### config.mk
export PLATFORM = sky130hd
export DESIGN_NAME = stream_packer_flat
export DESIGN_NICKNAME = d
export VERILOG_FILES = /design/src/rtl/stream_packer_if.sv /design/src/rtl/stream_packer.sv /design/src/flat_wrapper.sv
export SDC_FILE = /design/constraint.sdc
export NUM_CORES = 1
export LEC_CHECK = 0
export ABC_CLOCK_PERIOD_IN_PS = 2300
export CAP_MARGIN = 10
export CORE_MARGIN = 2
export CORE_UTILIZATION = 48
export DETAILED_ROUTE_END_ITERATION = 8
export PLACE_DENSITY = 0.79
export SYNTH_ARGS = -nofsm -noshare
export SYNTH_HDL_FRONTEND = slang
export SYNTH_SLANG_ARGS = --single-unit
### constraint.sdc
create_clock -name clk -period 2.3 [get_ports clk]
set_input_delay 0.23 -clock clk [delete_from_list [all_inputs] [get_ports clk]]
set_output_delay 0.23 -clock clk [all_outputs]
set_load 0.01 [all_outputs]
### src/rtl/stream_packer_if.sv
// ----------------------------------------------------------------
// stream_packer_if : narrow input stream and packed output stream
// Rev 1.0
// ----------------------------------------------------------------
`default_nettype none

interface stream_packer_if #(
  parameter int DATA_WIDTH = 8,
  parameter int RATIO      = 4
);
  logic [DATA_WIDTH-1:0]       in_data;
  logic                        in_last;
  logic                        in_valid;
  logic                        in_ready;
  logic [DATA_WIDTH*RATIO-1:0] out_data;
  logic [RATIO-1:0]            out_keep;
  logic                        out_last;
  logic                        out_valid;
  logic                        out_ready;

  // Environment side: drives the narrow beats and the downstream ready.
  modport master (
    output in_data, in_last, in_valid, out_ready,
    input  in_ready, out_data, out_keep, out_last, out_valid
  );

  // Packer side.
  modport slave (
    input  in_data, in_last, in_valid, out_ready,
    output in_ready, out_data, out_keep, out_last, out_valid
  );
endinterface

`default_nettype wire

### src/rtl/stream_packer.sv
// ----------------------------------------------------------------
// stream_packer : packs RATIO narrow beats into one wide word, early on last
// Rev 1.0
// ----------------------------------------------------------------
`default_nettype none

module stream_packer #(
  parameter int DATA_WIDTH = 8,
  parameter int RATIO      = 4
) (
  input  wire            clk,
  input  wire            areset,
  stream_packer_if.slave bus
);
  localparam int                 c_cnt_w     = (RATIO > 1) ? $clog2(RATIO) : 1;
  localparam logic [c_cnt_w-1:0] c_last_lane = c_cnt_w'(RATIO - 1);

  if (RATIO < 2) begin : g_ratio_check
    $error("stream_packer: RATIO must be at least 2");
  end

  logic [c_cnt_w-1:0]          r_cnt;
  logic [DATA_WIDTH*RATIO-1:0] r_acc;
  logic [RATIO-1:0]            r_mask;
  logic [DATA_WIDTH*RATIO-1:0] r_out_data;
  logic [RATIO-1:0]            r_out_keep;
  logic                        r_out_last;
  logic                        r_out_valid;

  logic                        w_in_ready;
  logic                        w_in_fire;
  logic                        w_out_fire;
  logic                        w_complete;
  logic [RATIO-1:0]            w_lane_sel;
  logic [RATIO-1:0]            w_mask_next;
  logic [DATA_WIDTH*RATIO-1:0] w_acc_next;

  // Ready depends only on registered state and out_ready, so a consumed
  // word frees the stage in the same cycle without a bubble.
  assign w_in_ready = !r_out_valid || bus.out_ready;
  assign w_in_fire  = bus.in_valid && w_in_ready;
  assign w_out_fire = r_out_valid && bus.out_ready;

  always_comb begin
    w_lane_sel = '0;
    w_acc_next = r_acc;
    for (int k = 0; k < RATIO; k++) begin
      if (r_cnt == c_cnt_w'(k)) begin
        w_lane_sel[k]                            = 1'b1;
        w_acc_next[k*DATA_WIDTH +: DATA_WIDTH]   = bus.in_data;
      end
    end
  end

  assign w_mask_next = r_mask | w_lane_sel;
  assign w_complete  = w_in_fire && ((r_cnt == c_last_lane) || bus.in_last);

  // The accumulator is cleared after every word, so lanes never written
  // for a short packet are already zero when the word is emitted.
  always_ff @(posedge clk or posedge areset) begin
    if (areset) begin
      r_cnt       <= '0;
      r_acc       <= '0;
      r_mask      <= '0;
      r_out_data  <= '0;
      r_out_keep  <= '0;
      r_out_last  <= 1'b0;
      r_out_valid <= 1'b0;
    end else if (w_complete) begin
      r_out_valid <= 1'b1;
      r_out_data  <= w_acc_next;
      r_out_keep  <= w_mask_next;
      r_out_last  <= bus.in_last;
      r_cnt       <= '0;
      r_acc       <= '0;
      r_mask      <= '0;
    end else begin
      if (w_out_fire) begin
        r_out_valid <= 1'b0;
      end
      if (w_in_fire) begin
        r_acc  <= w_acc_next;
        r_mask <= w_mask_next;
        r_cnt  <= r_cnt + 1'b1;
      end
    end
  end

  assign bus.in_ready  = w_in_ready;
  assign bus.out_data  = r_out_data;
  assign bus.out_keep  = r_out_keep;
  assign bus.out_last  = r_out_last;
  assign bus.out_valid = r_out_valid;

endmodule

`default_nettype wire

### src/flat_wrapper.sv
// flat-port wrapper written by rule: the top's interface ports become plain ports
module stream_packer_flat 
#(
  parameter int DATA_WIDTH = 8,
  parameter int RATIO      = 4
)
  (clk, areset, bus_in_data, bus_in_last, bus_in_valid, bus_out_ready, bus_in_ready, bus_out_data, bus_out_keep, bus_out_last, bus_out_valid);
  stream_packer_if #(.DATA_WIDTH(DATA_WIDTH), .RATIO(RATIO)) bus_i ();
  input  wire clk;
  input  wire areset;
  input wire logic [$bits(bus_i.in_data)-1:0] bus_in_data;
  input wire logic [$bits(bus_i.in_last)-1:0] bus_in_last;
  input wire logic [$bits(bus_i.in_valid)-1:0] bus_in_valid;
  input wire logic [$bits(bus_i.out_ready)-1:0] bus_out_ready;
  output wire logic [$bits(bus_i.in_ready)-1:0] bus_in_ready;
  output wire logic [$bits(bus_i.out_data)-1:0] bus_out_data;
  output wire logic [$bits(bus_i.out_keep)-1:0] bus_out_keep;
  output wire logic [$bits(bus_i.out_last)-1:0] bus_out_last;
  output wire logic [$bits(bus_i.out_valid)-1:0] bus_out_valid;
  assign bus_i.in_data = bus_in_data;
  assign bus_i.in_last = bus_in_last;
  assign bus_i.in_valid = bus_in_valid;
  assign bus_i.out_ready = bus_out_ready;
  assign bus_in_ready = bus_i.in_ready;
  assign bus_out_data = bus_i.out_data;
  assign bus_out_keep = bus_i.out_keep;
  assign bus_out_last = bus_i.out_last;
  assign bus_out_valid = bus_i.out_valid;
  stream_packer #(.DATA_WIDTH(DATA_WIDTH), .RATIO(RATIO)) u_core (.clk(clk), .areset(areset), .bus(bus_i));
endmodule
==> After elaboration in Yosys (flattened, before gate mapping) <==
Index checks and enable logic that the tools add are counted.
{ "totals": {"reg_bits": 76, "inputBits": 13, "output_inout_bits": 39} }
{ "classes": {"n_addsub": 1, "n_eq_ne": 3, "mux": 16, "bitwise": 1, "n_reduce_logical": 9} }
{ "op_table": {"columns": ["op", "n"], "rows": [
  ["32-bit 2-to-1 mux", 2],
  ["8-bit 2-to-1 mux", 4],
  ["4-bit 2-to-1 mux", 2],
  ["1-bit 2-to-1 mux", 6],
  ["2-bit equality test (second input constant)", 2],
  ["2-bit 2-to-1 mux", 2],
  ["4-bit OR", 1],
  ["2-bit nonzero test", 2],
  ["1-bit logical AND", 3],
  ["2-bit by 1-bit adder with 2-bit output (second input constant)", 1],
  ["2-bit by 1-bit equality test with 1-bit output (second input constant)", 1],
  ["2-bit logical NOT", 1],
  ["1-bit logical OR", 2],
  ["1-bit logical NOT", 1]
]} }

==> Longest topological paths before layout <==
Gate-level depths: netlist of the first run.
{ "depth": {"ltp_word": 5, "depth_mapped": 7, "ltp_nobuf": 4} }

==> Worst setup path after synthesis of the first run <==
OpenSTA, ideal clock, no wires.
{ "synth_timing": {"path_kind": "register -> register", "startpoint": "register u_core.r_cnt[0]", "endpoint": "register u_core.r_out_data[10], in the netlist u_core.bus.out_data[10]", "setup_ps": 124, "arrival_time_ps": 1474, "required_ps": 2176, "path_slack_ps": 703, "path_stages_with_launch": 8, "n_path_buf": 3, "path_cell_list": "dfrtp_1 -> ha_1 -> or2_1 -> buf_2 -> buf_4 -> buf_2 -> a31oi_1 -> a21oi_2"} }
{ "synth_via": {"elab_chain_len": 3, "elab_cells_between_ends": 5, "cone_classes": "eq/ne (2); mux (1); reduce/logical (2)"} }
{ "synth_lines": {"columns": ["item", "line_no", "text"], "rows": [
  ["from (decl)", "stream_packer.sv:22", "logic [c_cnt_w-1:0] r_cnt;"],
  ["from (signal assigned)", "stream_packer.sv:84", "r_cnt <= r_cnt + 1'b1;"],
  ["2-bit equality test", "stream_packer.sv:56", "assign w_complete = w_in_fire && ((r_cnt == c_last_lane) || bus.in_last);"],
  ["1-bit logical OR", "stream_packer.sv:56", null],
  ["1-bit logical AND", "stream_packer.sv:56", null],
  ["to (signal assigned)", "stream_packer.sv:71", "r_out_data <= w_acc_next;"],
  ["to (decl)", "stream_packer.sv:25", "logic [DATA_WIDTH*RATIO-1:0] r_out_data;"]
]} }
Parallel ways exist; a longest one is shown, timed or not.
A chain may end at the register's enable or synchronous reset.

==> Worst setup path in the final report of the first run <==
{ "layout_timing": {"startpoint": "register u_core.r_cnt[0]", "endpoint": "register u_core.r_acc[4]"} }
{ "layout_via": {"elab_chain_len": 4, "elab_cells_between_ends": 8, "cone_classes": "eq/ne (1); mux (3); reduce/logical (4)"} }
{ "layout_lines": {"columns": ["item", "line_no", "text"], "rows": [
  ["2-bit logical NOT / 2-bit equality test (equally long branches)", "stream_packer.sv:48, stream_packer.sv:56", null],
  ["8-bit 2-to-1 mux / 1-bit logical OR (equally long branches)", "stream_packer.sv:48, stream_packer.sv:56", null],
  ["32-bit 2-to-1 mux / 1-bit logical AND (equally long branches)", "stream_packer.sv:81, stream_packer.sv:56", null],
  ["32-bit 2-to-1 mux / 2-bit nonzero test (equally long branches)", null, null],
  ["to (signal assigned)", "stream_packer.sv:82", "r_acc <= w_acc_next;"],
  ["to (decl)", "stream_packer.sv:23", "logic [DATA_WIDTH*RATIO-1:0] r_acc;"]
]} }
Parallel ways exist; a longest one is shown, timed or not. The select of a mux whose other input is x is not followed.

==> results of run 1 <==
state kept, by name, summed over array words and instances, names as in the netlist:
signal,count
u_core.bus.out_last,1
u_core.bus.out_valid,1
u_core.r_mask,4
u_core.bus.out_data,32
u_core.r_acc,32
u_core.bus.out_keep,4
u_core.r_cnt,2
Yosys cell counts:
master and count:
a211oi_1 1, a21oi_1 16, a21oi_2 20, a22o_1 25, a31oi_1 38, and2_1 10
and3_4 1, and4_1 3, buf_1 1, buf_2 14, buf_4 2, buf_6 3
clkbuf_1 7, dfrtp_1 76, ha_1 4, inv_1 3, mux2i_1 33, nand2_1 1
nand2b_1 1, nand3_1 2, nand4_1 1, nor2_1 8, nor3b_1 1, o211ai_2 3
o21ai_0 1, or2_1 1
cell type report:
cell class              instances  area (um^2)
clock buffers                   9          124
clock inverters                 7         52.6
fillers                       548         2610
inverters                       3         11.3
multi-input cells             170         1320
flip-flops and latches         76         1900
well taps                      96          120
repair buffers                 69          658
final timing paths:
path	start	endpoint	slack [ns]
worst max-delay path	u_core.r_cnt[0]	u_core.r_acc[4]	0.41
worst min-delay path	areset	u_core.bus.out_data[23]	0.28
worst max register to register	u_core.r_cnt[0]	u_core.r_acc[4]	0.41
worst min register to register	u_core.r_acc[26]	u_core.r_acc[26]	0.48
max in group asynchronous	areset	u_core.r_acc[6]	1.30
min in group clk	u_core.r_acc[26]	u_core.r_acc[26]	0.48
critical path: stages (launching register included):
cell,delay [ns]
dfrtp_1,0.41
ha_1,0.26
buf_4,0.20
nor2_1,0.31
and4_1,0.44
a22o_1,0.20
power by group through the flow:
stage | registers (mW) | clock network, mW | logic, mW
after floorplan | 1.86 | 0 | 0.641
after global placement | 1.79 | 0 | 1.27
after detailed placement | 1.80 | 0 | 1.30
after CTS | 1.78 | 0.926 | 1.31
after global routing | 1.81 | 0.985 | 1.41
final | 1.78 | 0.922 | 1.29
cell usage in the layout, fill, tap and decap left out, types with 4 or more instances in the layout:
master,netlist,final
clkdlybuf4s50_1,0,51
a21oi_1,16,16
clkbuf_8,0,9
and2_1,10,10
a22o_1,25,25
buf_4,2,17
nor2_1,8,8
mux2i_1,33,33
ha_1,4,4
a21oi_2,20,20
a31oi_1,38,38
dfrtp_1,76,76
logic make-up after synthesis:
kind of cell    after synthesis  synth area share
fa+ha+maj                     4            0.0148
flops                        76             0.564
compound gates              104             0.226
simple gates                 29            0.0504
mux                          33            0.0979
buf+inv                      30            0.0475
stage by stage:
stage	hold slack, ns	std cells	instance area (um^2)
6_report	0.277	430	4180
2_1_floorplan	0.370	276	3370
3_5_place_dp	0.470	414	4010
4_1_cts	0.298	430	4180
5_1_grt	0.344	430	4180
3_3_place_gp	0.469	414	4010
per-layer routing:
layer	GRT usage	share of wire
met5	0	0
met4	0.0601	0.012
met3	0.0518	0.054
met2	0.335	0.47
met1	0.295	0.47
==> flow_summary.yaml, run 1 <==
synthesis:
  seq_area_frac_synth: 0.564
  netlist.area_leader.share: 0.564
  syn_inst: 276
  yosys-top-cells-area: "dfrtp_1 (56%), mux2i_1 (9.8%), a31oi_1 (7.0%)"
  yosysWarnings: 0
  postSynthAreaPerCell_um2: 12.2
  syn_nets: 293
  ys_ff_latch: 76
  synth.cell_area_mm2: 0.00337
  yosys.cell_types.count: 26
  yosysTopAreaCell: "dfrtp_1"
timing:
  skew_ns: 0.0103
  relSlewSlack: 0.595
  fin_crit_sh: 0.821
  drv_slew: 0
  fmax_ghz: 0.530
  finalSetupTns_ns: 0
  fin_ws_ns: 0.412
  setup_viol: 0
  rsz0062_at_grt: "false"
  finalCriticalPeriod_ns: 1.89
  hold_viol_final: 0
  worst-slew-pin-transition_ns: 0.606
grt:
  grt_usage: 0.212
  grt_pass1_wl_um: 12400
  first_global_vias: 2461
  grt-ovfl-total: 0
  antenna_found_initial: 0
  grt_max_degree: 39
clock_tree:
  numCtsBuffers: 9
  cts_sinks: 76
  cts.clk_slew.worst_paths_ns: 0.08
  cts_setup_buffers: 0
  postCtsHoldBufs: 0
  h-tree-depth: 3
  clockRootBuffer: "clkbuf_8"
  clockBufferDepth: 2
  cts_tree: "done"
  post_cts_resized: 0
  clk_latency_ns: 0.35
route:
  vias_per_cell: 5.70
  firstDrtPassIters: 6
  drc: 0
  vias: 2449
  routed_wl_um: 7580
  ant_nets: 0
  drtIter0Drc: 108
  routedWlPerCell_um: 17.6
power_and_ir_drop:
  ir_drop_uv: 605
  cell_internal_pwr_mw: 2.69
  p_total_mw: 3.99
  power.share.combinational: 0.324
  clockPowerShare: 0.231
  seqPwrFrac: 0.445
  powerDensity_mw_per_mm2: 955
  p_sw_frac: 0.326
  power_switching_mw: 1.30
  p_leak_nw: 1.79
floorplanning:
  die_w_um: 87.8
  rows: 30
  start_util: 0.497
  fp.dieH_um: 87.8
  pin_count: 52
  core_area_mm2: 0.00679
  die-area_mm2: 0.00772
place:
  gp_congestion: 0.750
  place_hpwl_um: 5040
  dp_slack_ns: 0.354
  io_buffers: 51
layout:
  final_nets: 346
  utilization: 0.616
  num_antenna_cells: 0
  area_growth_pct: 24.0
  drive_gt1_frac: 0.180
setup_path:
  critPathLaunchType: "register"
  path_class: "register to register"
  cp.required_ns: 2.58
  path_max_fanout: 9
  reg2regPathDepth: 5
  endpoint_kind: "register"
  worstPathArrival_ns: 2.17
job:
  cap_violations: 0
hold_path:
  hp-class: "input pin to async pin"
run_status:
  status: "complete, no violations"
(Power assumes the default switching activity.)
==> run 2, diff against run 1 <==
- ABC_CLOCK_PERIOD_IN_PS: 2300 -> 1600
- clock period: 2.3 -> 1.6 ns (I/O delays scaled with it)
==> run 2 against run 1 <==
Compared with the run above: combinational power up 54%; clock power grew 79%; via count increased by 1.3%; routed wire length rose by 3.2%; count of clock-buffer cells in the layout grew 2; clock skew shrank 0.0033 ns; register-to-register slack lost 0.33 ns; first-iteration DRC count up 58%; sequential share of layout area is 2.4 points lower; global-route usage increased by 0.70 points; core utilization increased by 3.5 points; largest cell class unchanged; highest routed layer unchanged.
==> flow_summary.yaml, run 2 (synthesis gave the netlist of run 1 again) <==
run_status:
  status: "complete, no violations"
layout:
  num_antenna_cells: 0
  final_common_cell: "dfrtp_1"
  final_cell_mix: "dfrtp_1 (76), clkdlybuf4s50_1 (50), a31oi_1 (38)"
  area_growth_pct: 30.9
  final_nets: 357
  drive_gt1_frac: 0.229
  nFillCells: 524
hold_path:
  hp-class: "input pin to async pin"
route:
  ant_nets: 0
  firstDrtPassIters: 4
  routed_wl_um: 7810
  vias: 2480
  drc: 0
  routedWlPerCell_um: 17.7
  drtIter0Drc: 171
  vias_per_cell: 5.62
setup_path:
  worstPathArrival_ns: 1.82
  slowest_delay_ns: 0.39
  crit_slowest_cell: "dfrtp_1"
  reg2reg_slack_ns: 0.08
  critical_path.cell_chain: "ha_2 > or2_4 > buf_4 > o211ai_2 > buf_4 > a22o_1"
  endpoint_kind: "register"
  cp_common_cell: "buf_4"
  r2r-start: "u_core.r_cnt[0]"
  path_class: "register to register"
  cp.required_ns: 1.90
  path_max_fanout: 8
  reg2reg_to: "u_core.r_acc[8]"
  reg2regPathDepth: 6
  critPathLaunchType: "register"
clock_tree:
  clockRootBuffer: "clkbuf_8"
  clockBufferDepth: 2
  postCtsHoldBufs: 0
  cts.clk_slew.worst_paths_ns: 0.08
  h-tree-depth: 3
  cts_setup_buffers: 0
  cts_sinks: 76
  clk_latency_ns: 0.36
  cts_tree: "done"
  numCtsBuffers: 9
power_and_ir_drop:
  powerDensity_mw_per_mm2: 1400
  p_leak_nw: 1.88
  p_sw_frac: 0.301
  cell_internal_pwr_mw: 4.33
  seqPwrFrac: 0.411
  power.share.combinational: 0.322
  clockPowerShare: 0.267
  power_switching_mw: 1.86
  p_total_mw: 6.19
  ir_drop_uv: 668
timing:
  skew_ns: 0.00705
  drv_slew: 0
  fin_hold_ws_ns: 0.146
  worst-slew-pin-transition_ns: 0.473
  fmax_ghz: 0.657
  rsz0062_at_grt: "true"
  relSlewSlack: 0.684
  fin_ws_ns: 0.0773
  finalCriticalPeriod_ns: 1.52
  hold_viol_final: 0
  setup_viol: 0
  fin_crit_sh: 0.952
place:
  place_hpwl_um: 5240
  gp_congestion: 0.791
  io_buffers: 51
  dp_slack_ns: -0.0247
floorplanning:
  core_area_mm2: 0.00679
  rows: 30
  die_w_um: 87.8
  die-area_mm2: 0.00772
  start_util: 0.497
  fp.dieH_um: 87.8
  pin_count: 52
grt:
  first_global_vias: 2503
  antenna_found_initial: 0
  grt_pass1_wl_um: 12700
  grt_max_degree: 37
  grt_usage: 0.219
  grt-ovfl-total: 0
job:
  cap_violations: 0
-- run 2: changes by cell type in the layout (fill, tap and decap cells not counted), moves of 3 or more --
cell      change
buf_12        +6
buf_4         +4
ha_1          -4
ha_2          +4
clkinv_4      -3
-- run 2: how the worst max path moves through the flow --
stage,from,end,slack [ns],cells past startpoint
6_report,u_core.r_cnt[0],u_core.r_acc[8],0.08,6
5_1_grt,u_core.r_cnt[0],u_core.bus.out_data[1],-0.006,6
4_1_cts,u_core.r_cnt[0],u_core.r_acc[6],0.004,5
3_5_place_dp,bus_out_ready,u_core.r_acc[5],-0.02,5
3_3_place_gp,bus_out_ready,u_core.r_acc[23],0.008,5
2_1_floorplan,u_core.r_cnt[0],u_core.bus.out_data[10],0.003,7
-- run 2: repair_timing --
action | CTS | global route
hold endpoints to repair | 0 | 0
setup endpoints to repair | 16 | 42
gates resized for setup | 3 | 8
-- run 2: metal layers --
| metal | share of wire | GRT usage | up-vias |
|---|---|---|---|
| li1 | - | - | 1167 |
| met1 | 0.46 | 0.300 | 1232 |
| met2 | 0.47 | 0.335 | 61 |
| met3 | 0.045 | 0.0471 | 20 |
| met4 | 0.026 | 0.103 | 0 |
| met5 | 0 | 0 | - |
-- run 2: through the flow --
step	util	cell area (um^2)	instances	TNS (ns)
2_1_floorplan	-	3380	276	0
3_3_place_gp	0.613	4170	425	0
3_5_place_dp	0.613	4170	425	-0.346
4_1_cts	0.647	4400	441	0
5_1_grt	0.650	4420	441	-0.0113
6_report	0.650	4420	441	0
-- run 2: power by group through the flow --
stage	clock [mW]	combinational [mW]	sequential [mW]
after global routing	1.75	2.17	2.59
after global placement	0	1.94	2.57
after floorplan	0	0.921	2.68
after detailed placement	0	1.99	2.58
after CTS	1.68	2.00	2.55
final	1.65	1.99	2.55
-- run 2: area by class of cell --
class,count,area (um^2),area share
flip-flops and latches,76,1900,0.430
multi-input cells,170,1340,0.303
repair buffers,80,818,0.185
clock buffers,11,141,0.0320
well taps,96,120,0.0272
clock inverters,5,83.8,0.0190
inverters,3,15.0,0.00340
-- run 2: worst max-delay path, delay by kind of cell, from the launching register on --
family / cells / cell delay [ns]
buffers and inverters: 2 / 0.32
adders and majority gates: 1 / 0.21
and+or+nand+nor: 1 / 0.29
AOI/OAI and AO/OA: 2 / 0.26
DFF: 1 / 0.39
==> run 3, diff against run 2 <==
- SETUP_SLACK_MARGIN: not set -> 0.02
==> run 3 against run 2 <==
Compared with the run above: critical path depth decreased by 1; die area stayed put; core utilization grew 0.33 points; worst setup slack worse by 0.00094 ns; critical path type unchanged; critical endpoint is now u_core.bus.out_data[28].
==> flow_summary.yaml, run 3 (synthesis gave the netlist of run 1 again) <==
setup_path:
  reg2regPathDepth: 5
  r2r-start: "u_core.r_cnt[0]"
  cp.required_ns: 1.88
  crit_slowest_cell: "dfrtp_1"
  worstPathArrival_ns: 1.80
  critPathLaunchType: "register"
  critical_path.cell_chain: "ha_2 > or2_4 > and3_4 > buf_12 > a21oi_1"
  reg2reg_to: "u_core.bus.out_data[28]"
  reg2reg_slack_ns: 0.08
  path_max_fanout: 15
  endpoint_kind: "register"
  path_class: "register to register"
  slowest_delay_ns: 0.39
timing:
  setup_viol: 0
  fin_ws_ns: 0.0764
  finalCriticalPeriod_ns: 1.52
  hold_viol_final: 0
  fin_crit_sh: 0.952
  fin_hold_ws_ns: 0.150
  relSlewSlack: 0.706
  finalSetupTns_ns: 0
  skew_ns: 0.00697
  worst-slew-pin-transition_ns: 0.440
  fmax_ghz: 0.656
  drv_slew: 0
  rsz0062_at_grt: "true"
route:
  vias: 2547
  drc: 0
  wl_met3_um: 425
  drtIter0Drc: 186
  routed_wl_um: 7960
  wl_met1_um: 3400
  ant_nets: 0
  firstDrtPassIters: 4
  dr_wl_met2_um: 4030
  dr.max_layer_used: "met4"
  vias_per_cell: 5.76
  routedWlPerCell_um: 18.0
place:
  place_hpwl_um: 5300
  io_buffers: 51
  dp_cells: 426
  gp_congestion: 0.782
  dp_slack_ns: -0.0728
floorplanning:
  start_util: 0.497
  die-area_mm2: 0.00772
  core_area_mm2: 0.00679
  pin_count: 52
  rows: 30
  fp.dieH_um: 87.8
  die_w_um: 87.8
run_status:
  status: "complete, no violations"
clock_tree:
  h-tree-depth: 3
  cts_sinks: 76
  clockBufferDepth: 2
  cts_tree: "done"
  cts_setup_buffers: 0
  clockRootBuffer: "clkbuf_8"
  cts.clk_slew.worst_paths_ns: 0.08
  clk_latency_ns: 0.35
  postCtsHoldBufs: 0
  numCtsBuffers: 9
hold_path:
  hp-class: "input pin to async pin"
layout:
  stdcell_count: 442
  final_common_cell: "dfrtp_1"
  area_growth_pct: 31.6
  drive_gt1_frac: 0.240
  final_nets: 358
  num_antenna_cells: 0
  final_cell_mix: "dfrtp_1 (76), clkdlybuf4s50_1 (50), a31oi_1 (36)"
job:
  cap_violations: 0
grt:
  grt_max_degree: 33
  first_global_vias: 2466
  antenna_found_initial: 0
  grt_pass1_wl_um: 12900
  grt-ovfl-total: 0
  grt_usage: 0.226
power_and_ir_drop:
  ir_drop_uv: 880
  powerDensity_mw_per_mm2: 1380
  p_leak_nw: 1.89
-- run 3: cell type report --
type | count | area, um^2
Fill cell | 526 | 2350
Inverter | 3 | 18.8
Sequential cell | 76 | 1900
Tap cell | 96 | 120
Multi-Input combinational cell | 170 | 1360
Clock buffer | 13 | 169
Clock inverter | 3 | 43.8
Timing Repair Buffer | 81 | 830
-- run 3: how the worst max path moves through the flow --
stage / from / to / slack [ns]
6_report: u_core.r_cnt[0] / u_core.bus.out_data[28] / 0.08
3_5_place_dp: u_core.r_cnt[0] / u_core.bus.out_data[22] / -0.07
3_3_place_gp: bus_in_last / u_core.bus.out_keep[3] / -0.01
4_1_cts: u_core.r_cnt[0] / u_core.bus.out_data[31] / 0.02
5_1_grt: u_core.r_cnt[0] / u_core.bus.out_data[28] / 0.01
2_1_floorplan: u_core.r_cnt[0] / u_core.bus.out_data[10] / 0.003
-- run 3: stage by stage --
stage,power (mW),util,instance area [um^2]
3_3_place_gp,4.51,0.615,4180
5_1_grt,6.45,0.654,4440
4_1_cts,6.13,0.648,4400
2_1_floorplan,3.60,-,3380
6_report,6.12,0.654,4440
3_5_place_dp,4.58,0.615,4180
-- run 3: critical path, delay by kind of cell, from the launching register on --
family,cells,cell delay (ns)
AND/OR/NAND/NOR,2,0.53
AO/OA/AOI/OAI,1,0.15
adder cells (fa/ha/maj),1,0.21
buffers and inverters,1,0.16
flip-flops,1,0.39
-- run 3: report_power, final --
part	switching (mW)	internal, mW	leakage, nW
Combinational	0.930	1.10	0.818
Sequential	0.230	2.32	0.958
Clock	0.688	0.849	0.110
Total	1.85	4.27	1.89
-- run 3: what timing repair did --
action                     4_1_cts  5_1_grt
pin swaps                        0        1
setup endpoints to repair       48       60
hold endpoints to repair         0        0
gates resized for setup          5       11
-- run 3: per-layer routing --
metal  up-vias  track usage
met5         -            0
met4         0       0.0923
met3         8       0.0452
met2        72        0.353
met1      1304        0.310
li1       1163            -
